## src/rtl/dnn_pkg.sv

```systemverilog
// Shared types and default geometry for the systolic feed path.
package dnn_pkg;
  localparam int DNN_DATA_WIDTH = 16;
  localparam int DNN_N          = 4;
  localparam int DNN_DEPTH      = 8;

  typedef logic signed [DNN_DATA_WIDTH-1:0] data_t;

  typedef enum logic [1:0] {
    IDLE   = 2'd0,
    STREAM = 2'd1,
    DRAIN  = 2'd2
  } rd_state_e;

  // Address width that stays at least one bit wide for degenerate sizes.
  function automatic int addr_width(input int count);
    return (count > 1) ? $clog2(count) : 1;
  endfunction
endpackage

```

## src/rtl/feed_bank.sv

```systemverilog
// One tile of DEPTH x N words: lane-granular write port, whole-vector combinational read.
module feed_bank
  import dnn_pkg::*;
#(
  parameter int DATA_WIDTH = DNN_DATA_WIDTH,
  parameter int N          = DNN_N,
  parameter int DEPTH      = DNN_DEPTH,
  parameter int VEC_W      = addr_width(DEPTH),
  parameter int LANE_W     = addr_width(N)
) (
  input  logic                         clk,
  input  logic                         i_we,
  input  logic [VEC_W-1:0]             i_vec_addr,
  input  logic [LANE_W-1:0]            i_lane_addr,
  input  logic signed [DATA_WIDTH-1:0] i_data,
  input  logic [VEC_W-1:0]             i_rd_addr,
  output logic signed [DATA_WIDTH-1:0] o_rd_vec [N-1:0]
);

  logic signed [DATA_WIDTH-1:0] r_mem [DEPTH-1:0][N-1:0];

  // Storage is deliberately not reset; a tile is only read after it has been fully written.
  always_ff @(posedge clk) begin
    if (i_we) begin
      r_mem[i_vec_addr][i_lane_addr] <= i_data;
    end
  end

  // Whole-vector read of the addressed row.
  always_comb begin
    for (int l = 0; l < N; l++) begin
      o_rd_vec[l] = r_mem[i_rd_addr][l];
    end
  end

endmodule

```

## src/rtl/skew_feed_buffer.sv

```systemverilog
// Ping-pong staging buffer: serial words fill one bank while the other streams
// one vector per cycle, followed by N-1 zero vectors to drain the skew chain.
module skew_feed_buffer
  import dnn_pkg::*;
#(
  parameter int DATA_WIDTH = DNN_DATA_WIDTH,
  parameter int N          = DNN_N,
  parameter int DEPTH      = DNN_DEPTH
) (
  input  logic                         clk,
  input  logic                         rst,
  input  logic                         wr_valid,
  output logic                         wr_ready,
  input  logic signed [DATA_WIDTH-1:0] wr_data,
  input  logic                         rd_start,
  input  logic                         rd_stall,
  output logic                         rd_busy,
  output logic                         tile_done,
  output logic signed [DATA_WIDTH-1:0] dout [N-1:0],
  output logic                         dout_en
);

  localparam int VEC_W  = addr_width(DEPTH);
  localparam int LANE_W = addr_width(N);
  localparam int CNT_W  = addr_width(N * DEPTH);
  localparam int DR_W   = addr_width(N);
  localparam bit HAS_DRAIN = (N > 1);
  localparam logic [VEC_W-1:0] VEC_LAST   = VEC_W'(DEPTH - 1);
  localparam logic [DR_W-1:0]  DRAIN_LAST = DR_W'((N > 1) ? (N - 2) : 0);
  localparam logic [CNT_W-1:0] WORD_LAST  = CNT_W'(N * DEPTH - 1);

  logic                         r_wr_bank;
  logic                         r_rd_bank;
  logic [1:0]                   r_full;
  logic [CNT_W-1:0]             r_wr_cnt;
  rd_state_e                    r_state;
  rd_state_e                    w_state_nxt;
  logic [VEC_W-1:0]             r_vec;
  logic [DR_W-1:0]              r_drain;
  logic signed [DATA_WIDTH-1:0] r_dout [N-1:0];
  logic                         r_dout_en;
  logic                         r_tile_done;

  logic                         w_wr_ready;
  logic                         w_wr_fire;
  logic                         w_wr_last;
  logic [VEC_W-1:0]             w_wr_vec;
  logic [LANE_W-1:0]            w_wr_lane;
  logic [1:0]                   w_full_set;
  logic [1:0]                   w_full_clr;
  logic [1:0]                   w_full_nxt;
  logic signed [DATA_WIDTH-1:0] w_bank0_vec [N-1:0];
  logic signed [DATA_WIDTH-1:0] w_bank1_vec [N-1:0];
  logic signed [DATA_WIDTH-1:0] w_rd_vec    [N-1:0];
  logic                         w_start;
  logic                         w_vec_last;
  logic                         w_drain_last;
  logic signed [DATA_WIDTH-1:0] w_dout_nxt  [N-1:0];
  logic                         w_dout_en_nxt;
  logic                         w_tile_done_nxt;
  logic                         w_tile_end;
  logic [VEC_W-1:0]             w_vec_nxt;
  logic [DR_W-1:0]              w_drain_nxt;

  assign w_wr_ready = !rst && !r_full[r_wr_bank];
  assign w_wr_fire  = wr_valid && w_wr_ready;
  assign w_wr_last  = (r_wr_cnt == WORD_LAST);
  assign w_wr_vec   = VEC_W'(r_wr_cnt / CNT_W'(N));
  assign w_wr_lane  = LANE_W'(r_wr_cnt % CNT_W'(N));

  // A bank is released one cycle after tile_done, so wr_ready rises the cycle after the pulse.
  assign w_full_set = {2{w_wr_fire && w_wr_last}} & (r_wr_bank ? 2'b10 : 2'b01);
  assign w_full_clr = {2{r_tile_done}} & (r_rd_bank ? 2'b01 : 2'b10);
  assign w_full_nxt = (r_full | w_full_set) & ~w_full_clr;

  assign w_start      = rd_start && r_full[r_rd_bank];
  assign w_vec_last   = (r_vec == VEC_LAST);
  assign w_drain_last = (r_drain == DRAIN_LAST);

  // Write counter and bank selector; the last word flips to the other bank.
  always_ff @(posedge clk) begin
    if (rst) begin
      r_wr_bank <= 1'b0;
      r_wr_cnt  <= {CNT_W{1'b0}};
      r_full    <= 2'b00;
    end else begin
      r_full <= w_full_nxt;
      if (w_wr_fire && w_wr_last) begin
        r_wr_bank <= ~r_wr_bank;
        r_wr_cnt  <= {CNT_W{1'b0}};
      end else if (w_wr_fire) begin
        r_wr_cnt <= r_wr_cnt + CNT_W'(1);
      end else begin
        r_wr_cnt <= r_wr_cnt;
      end
    end
  end

  feed_bank #(.DATA_WIDTH(DATA_WIDTH), .N(N), .DEPTH(DEPTH), .VEC_W(VEC_W), .LANE_W(LANE_W)) u_bank0 (
    .clk(clk), .i_we(w_wr_fire && !r_wr_bank), .i_vec_addr(w_wr_vec), .i_lane_addr(w_wr_lane),
    .i_data(wr_data), .i_rd_addr(r_vec), .o_rd_vec(w_bank0_vec)
  );

  feed_bank #(.DATA_WIDTH(DATA_WIDTH), .N(N), .DEPTH(DEPTH), .VEC_W(VEC_W), .LANE_W(LANE_W)) u_bank1 (
    .clk(clk), .i_we(w_wr_fire && r_wr_bank), .i_vec_addr(w_wr_vec), .i_lane_addr(w_wr_lane),
    .i_data(wr_data), .i_rd_addr(r_vec), .o_rd_vec(w_bank1_vec)
  );

  // Select the vector of the bank currently being streamed.
  always_comb begin
    for (int l = 0; l < N; l++) begin
      w_rd_vec[l] = r_rd_bank ? w_bank1_vec[l] : w_bank0_vec[l];
    end
  end

  // Read FSM state register.
  always_ff @(posedge clk) begin
    if (rst) begin
      r_state <= IDLE;
    end else begin
      r_state <= w_state_nxt;
    end
  end

  // Read FSM next-state logic; a stall freezes STREAM and DRAIN in place.
  always_comb begin
    w_state_nxt = r_state;
    case (r_state)
      IDLE:    w_state_nxt = w_start ? STREAM : IDLE;
      STREAM: begin
        if (rd_stall) begin
          w_state_nxt = STREAM;
        end else if (w_vec_last) begin
          w_state_nxt = HAS_DRAIN ? DRAIN : IDLE;
        end else begin
          w_state_nxt = STREAM;
        end
      end
      DRAIN: begin
        if (!rd_stall && w_drain_last) begin
          w_state_nxt = IDLE;
        end else begin
          w_state_nxt = DRAIN;
        end
      end
      default: w_state_nxt = IDLE;
    endcase
  end

  // Read FSM outputs: next values of the registered vector, enable and counters.
  always_comb begin
    w_dout_nxt      = r_dout;
    w_dout_en_nxt   = 1'b0;
    w_tile_done_nxt = 1'b0;
    w_tile_end      = 1'b0;
    w_vec_nxt       = r_vec;
    w_drain_nxt     = r_drain;
    case (r_state)
      IDLE: begin
        if (w_start) begin
          w_vec_nxt   = {VEC_W{1'b0}};
          w_drain_nxt = {DR_W{1'b0}};
        end else begin
          w_vec_nxt = r_vec;
        end
      end
      STREAM: begin
        if (!rd_stall) begin
          w_dout_nxt      = w_rd_vec;
          w_dout_en_nxt   = 1'b1;
          w_vec_nxt       = r_vec + VEC_W'(1);
          w_tile_end      = w_vec_last && !HAS_DRAIN;
          w_tile_done_nxt = w_vec_last && !HAS_DRAIN;
        end else begin
          w_dout_en_nxt = 1'b0;
        end
      end
      DRAIN: begin
        if (!rd_stall) begin
          for (int l = 0; l < N; l++) begin
            w_dout_nxt[l] = '0;
          end
          w_dout_en_nxt   = 1'b1;
          w_drain_nxt     = r_drain + DR_W'(1);
          w_tile_end      = w_drain_last;
          w_tile_done_nxt = w_drain_last;
        end else begin
          w_dout_en_nxt = 1'b0;
        end
      end
      default: w_dout_en_nxt = 1'b0;
    endcase
  end

  // Registered read datapath and read-bank pointer.
  always_ff @(posedge clk) begin
    if (rst) begin
      for (int l = 0; l < N; l++) begin
        r_dout[l] <= '0;
      end
      r_dout_en   <= 1'b0;
      r_tile_done <= 1'b0;
      r_vec       <= {VEC_W{1'b0}};
      r_drain     <= {DR_W{1'b0}};
      r_rd_bank   <= 1'b0;
    end else begin
      r_dout      <= w_dout_nxt;
      r_dout_en   <= w_dout_en_nxt;
      r_tile_done <= w_tile_done_nxt;
      r_vec       <= w_vec_nxt;
      r_drain     <= w_drain_nxt;
      r_rd_bank   <= r_rd_bank ^ w_tile_end;
    end
  end

  assign wr_ready  = w_wr_ready;
  assign rd_busy   = (r_state != IDLE);
  assign tile_done = r_tile_done;
  assign dout      = r_dout;
  assign dout_en   = r_dout_en;

endmodule
```

## config.mk

```make
export PLATFORM = sky130hd
export DESIGN_NAME = skew_feed_buffer
export DESIGN_NICKNAME = d
export VERILOG_FILES = /design/src/rtl/dnn_pkg.sv /design/src/rtl/feed_bank.sv /design/src/rtl/skew_feed_buffer.sv
export SDC_FILE = /design/constraint.sdc
export NUM_CORES = 1
export LEC_CHECK = 0
export BUFFER_PORTS_ARGS = -buffer_cell sky130_fd_sc_hd__buf_2
export CAP_MARGIN = 20
export CORE_UTILIZATION = 40
export DETAILED_ROUTE_END_ITERATION = 8
export GPL_TIMING_DRIVEN = 0
export HOLD_SLACK_MARGIN = 0.03
export PLACE_DENSITY = 0.64
export SYNTH_ARGS = -nofsm -noshare
export SYNTH_HDL_FRONTEND = slang
export SYNTH_HIERARCHICAL = 1
export SYNTH_SLANG_ARGS = --single-unit
export TNS_END_PERCENT = 100
```

## constraint.sdc

```tcl
create_clock -name clk -period 6.3 [get_ports clk]
set_input_delay 1.26 -clock clk [delete_from_list [all_inputs] [get_ports clk]]
set_output_delay 1.26 -clock clk [all_outputs]
set_load 0.05 [all_outputs]
```

==> impl_metrics.ini <==
[yosys]
avgSynthCellArea_sq_um = 21.8
synthTopCellsByCount = edfxtp_1, mux4_2, mux2_2, nor2_1, dfxtp_1
synth-edff-count = 1024
ys_ff_latch = 1106
yosys-top-cells-area = edfxtp_1, mux4_2, mux2_2
synthArstFlopShare_pct = 0
synth_cells = 1961
synth_top_cell_by_area = edfxtp_1
yosys.area_share.simple_pct = 2.01
synth_flop_cell = edfxtp_1
synth_compound_area_share_pct = 1.54
syn-num-nets = 1991
synth_top_family_by_area = multiplexers
yosysWarningCount = 6
synth_area_sq_um = 42700
yosysMostFrequentCell = edfxtp_1
yosys.area_share.adder_pct = 0.264
yosys-mux-area-fraction_pct = 18.7
yosysSeqAreaShare_pct = 75.9
yosysUniqueCellTypes = 42
synthXorXnorAreaFrac_pct = 0.0205
yosysTopAreaCellShare_pct = 72.1

[timing]
grt_setup_unrepaired = false
slew_violations = 0
clock.fmax_mhz = 230
maxSlewHeadroom_pct = 22.8
tightestPinTransition_ns = 1.16
hold_viol_final = 0
period_needed_ns = 4.35
setup_viol = 0
tns_ns = 0
finalCritPeriodShare_pct = 69.1
fin_skew_ns = 0.0344

[cells_and_area]
drive_gt1_share_pct = 38.9
nNetsFinal = 2266
fill_cells = 8451
fin_util_pct = 47.5
syn_to_final_growth_pct = 17.4

[global_route]
grt_max_degree = 65
grt_pass1_wl_mm = 146
gr-usage-all-layers_pct = 18.9
grt_pass1_vias = 21200
grt_overflow = 0
grt_antenna_before_repair = 2

[floorplanning]
initial_core_util_pct = 40.4
core-area_sq_um = 106000
die_y_microns = 329
dieArea_sq_um = 108000
pin_count = 89
dieWidth_microns = 329
rows = 119

[clock_network]
clock-sinks = 1106
cts.repair_timing.setup_buffer_count = 0
h-tree-depth = 3
cts_tree = yes
cts_buffers = 111
clock_latency_ns = 0.68
ctsResizeCount = 0
holdBufCountCts = 0
clkTransAtPathRegs_ns = 0.06
clock_path_buffers = 3
root_buffer = clkbuf_16

[flow_run]
maxCapViolations = 0

[worst_hold_path]
holdPathStages = 2
min_path_type = flop to flop

[power_and_ir_drop]
p_sw_uw = 2900
combPwrFrac_pct = 1.4
pwr-share-seq_pct = 54.0
p_sw_share_pct = 19.5
p_int_uw = 12000
pwr-share-clk_pct = 44.6
leakagePower_uw = 0.0155
cellPowerDensity_nw_per_um2 = 297
max-vdd-ir-drop_v = 0.000233

[critical_path]
worstPathMaxFanout = 10
cp_data_arrival_time_ns = 3.09
r2r_cells = 7
cp.required_ns = 5.04
crit_path_start_kind = primary input
path_class = primary input to output port
end_kind = output port

[placed_design]
gp_congestion = 0.805
dp_hpwl_mm = 68.0
placement.io_buffers = 87

[drt]
first_iter_violations = 1836
drt_pass1_iterations = 7
routed_wl_mm = 102
avgViaCountPerCell = 5.57
wl_per_cell_microns = 27.3
vias = 20800
antenna_left = 0
drc_errors = 10

[run_status]
run_status = finished, violations left
violations = DRC
power by group through the flow:
stage	Sequential (uW)	Combinational, uW	Clock, uW
5_1_grt	8020	228	7000
3_5_place_dp	8180	209	0
3_3_place_gp	8190	173	0
6_report	8020	212	6620
4_1_cts	8030	210	6730
2_1_floorplan	8180	37.3	0
sequential cells by signal (all words and copies together) (netlist names):
name / count
r_rd_bank: 1
u_bank1/r_mem: 512
r_vec: 3
dout_en: 1
r_wr_bank: 1
r_wr_cnt: 5
r_full: 2
tile_done: 1
dout: 64
r_drain: 2
r_state: 2
u_bank0/r_mem: 512
final timing paths:
kind                            startpoint          to  slack [ns]
worst min-delay path            r_drain[1]  r_drain[1]        0.49
worst max-delay path                   rst    wr_ready        1.95
worst min register to register  r_drain[1]  r_drain[1]        0.49
worst max register to register    r_vec[1]    dout[15]        3.11
critical path, cell delays in order:
cell and delay, ns:
buf_2 0.22, clkbuf_1 0.67, buf_1 0.56, nor2_1 0.12, buf_2 0.24
placed cells by master, fill, tap and decap left out, types with 8 or more instances in the layout:
cell type,synthesis,final
nor2_1,133,69
buf_6,22,26
clkinv_1,0,21
mux2_2,193,193
inv_1,14,14
buf_8,0,41
edfxtp_1,1024,1024
buf_16,0,14
ha_1,9,9
buf_12,0,16
clkbuf_16,0,113
clkinv_2,0,27
nand3b_1,11,11
buf_2,25,112
dfxtp_1,82,82
clkbuf_1,32,50
a22oi_1,65,65
bufinv_16,0,13
nor2_2,0,64
mux4_2,256,256
buf_1,20,20
or3b_2,8,8
stage by stage:
step                      hold WS [ns]  cells  power, uW  cell area, sq um  setup slack [ns]
after global placement           0.482   3439       8360             44900              1.44
after floorplan                  0.452   1961       8220             42700              2.56
after global routing             0.517   3723      15200             50100              1.85
final                            0.489   3727      14900             50100              1.95
after CTS                        0.494   3719      15000             50000              2.00
after detailed placement         0.486   3510       8390             46300              2.01
layer usage:
layer | vias up | GRT usage (%) | share of wire (%)
li1 | 8731 | - | -
met1 | 11100 | 25.9 | 41
met2 | 808 | 30.9 | 49
met3 | 128 | 3.86 | 7.3
met4 | 0 | 4.61 | 2.1
met5 | - | 0 | 0
final cells by class:
class	count	area, sq um	share of cell area (%)
antenna	4	10.0	0.0200
buffer	105	613	1.22
clock buffer	136	2960	5.92
clock inverter	73	742	1.48
inverter	14	52.6	0.105
multi-input combinational	736	9780	19.5
sequential	1106	32400	64.7
tap	1391	1740	3.47
timing repair buffer	162	1800	3.60
cells by family after synthesis:
kind of cell,Yosys count
AOI/OAI and AO/OA,88
muxes,453
buffers and inverters,119
DFF,1106
and+or+nand+nor,185
xor gates and xnor gates,1
adders and majority gates,9
(Power assumes the default switching activity.)
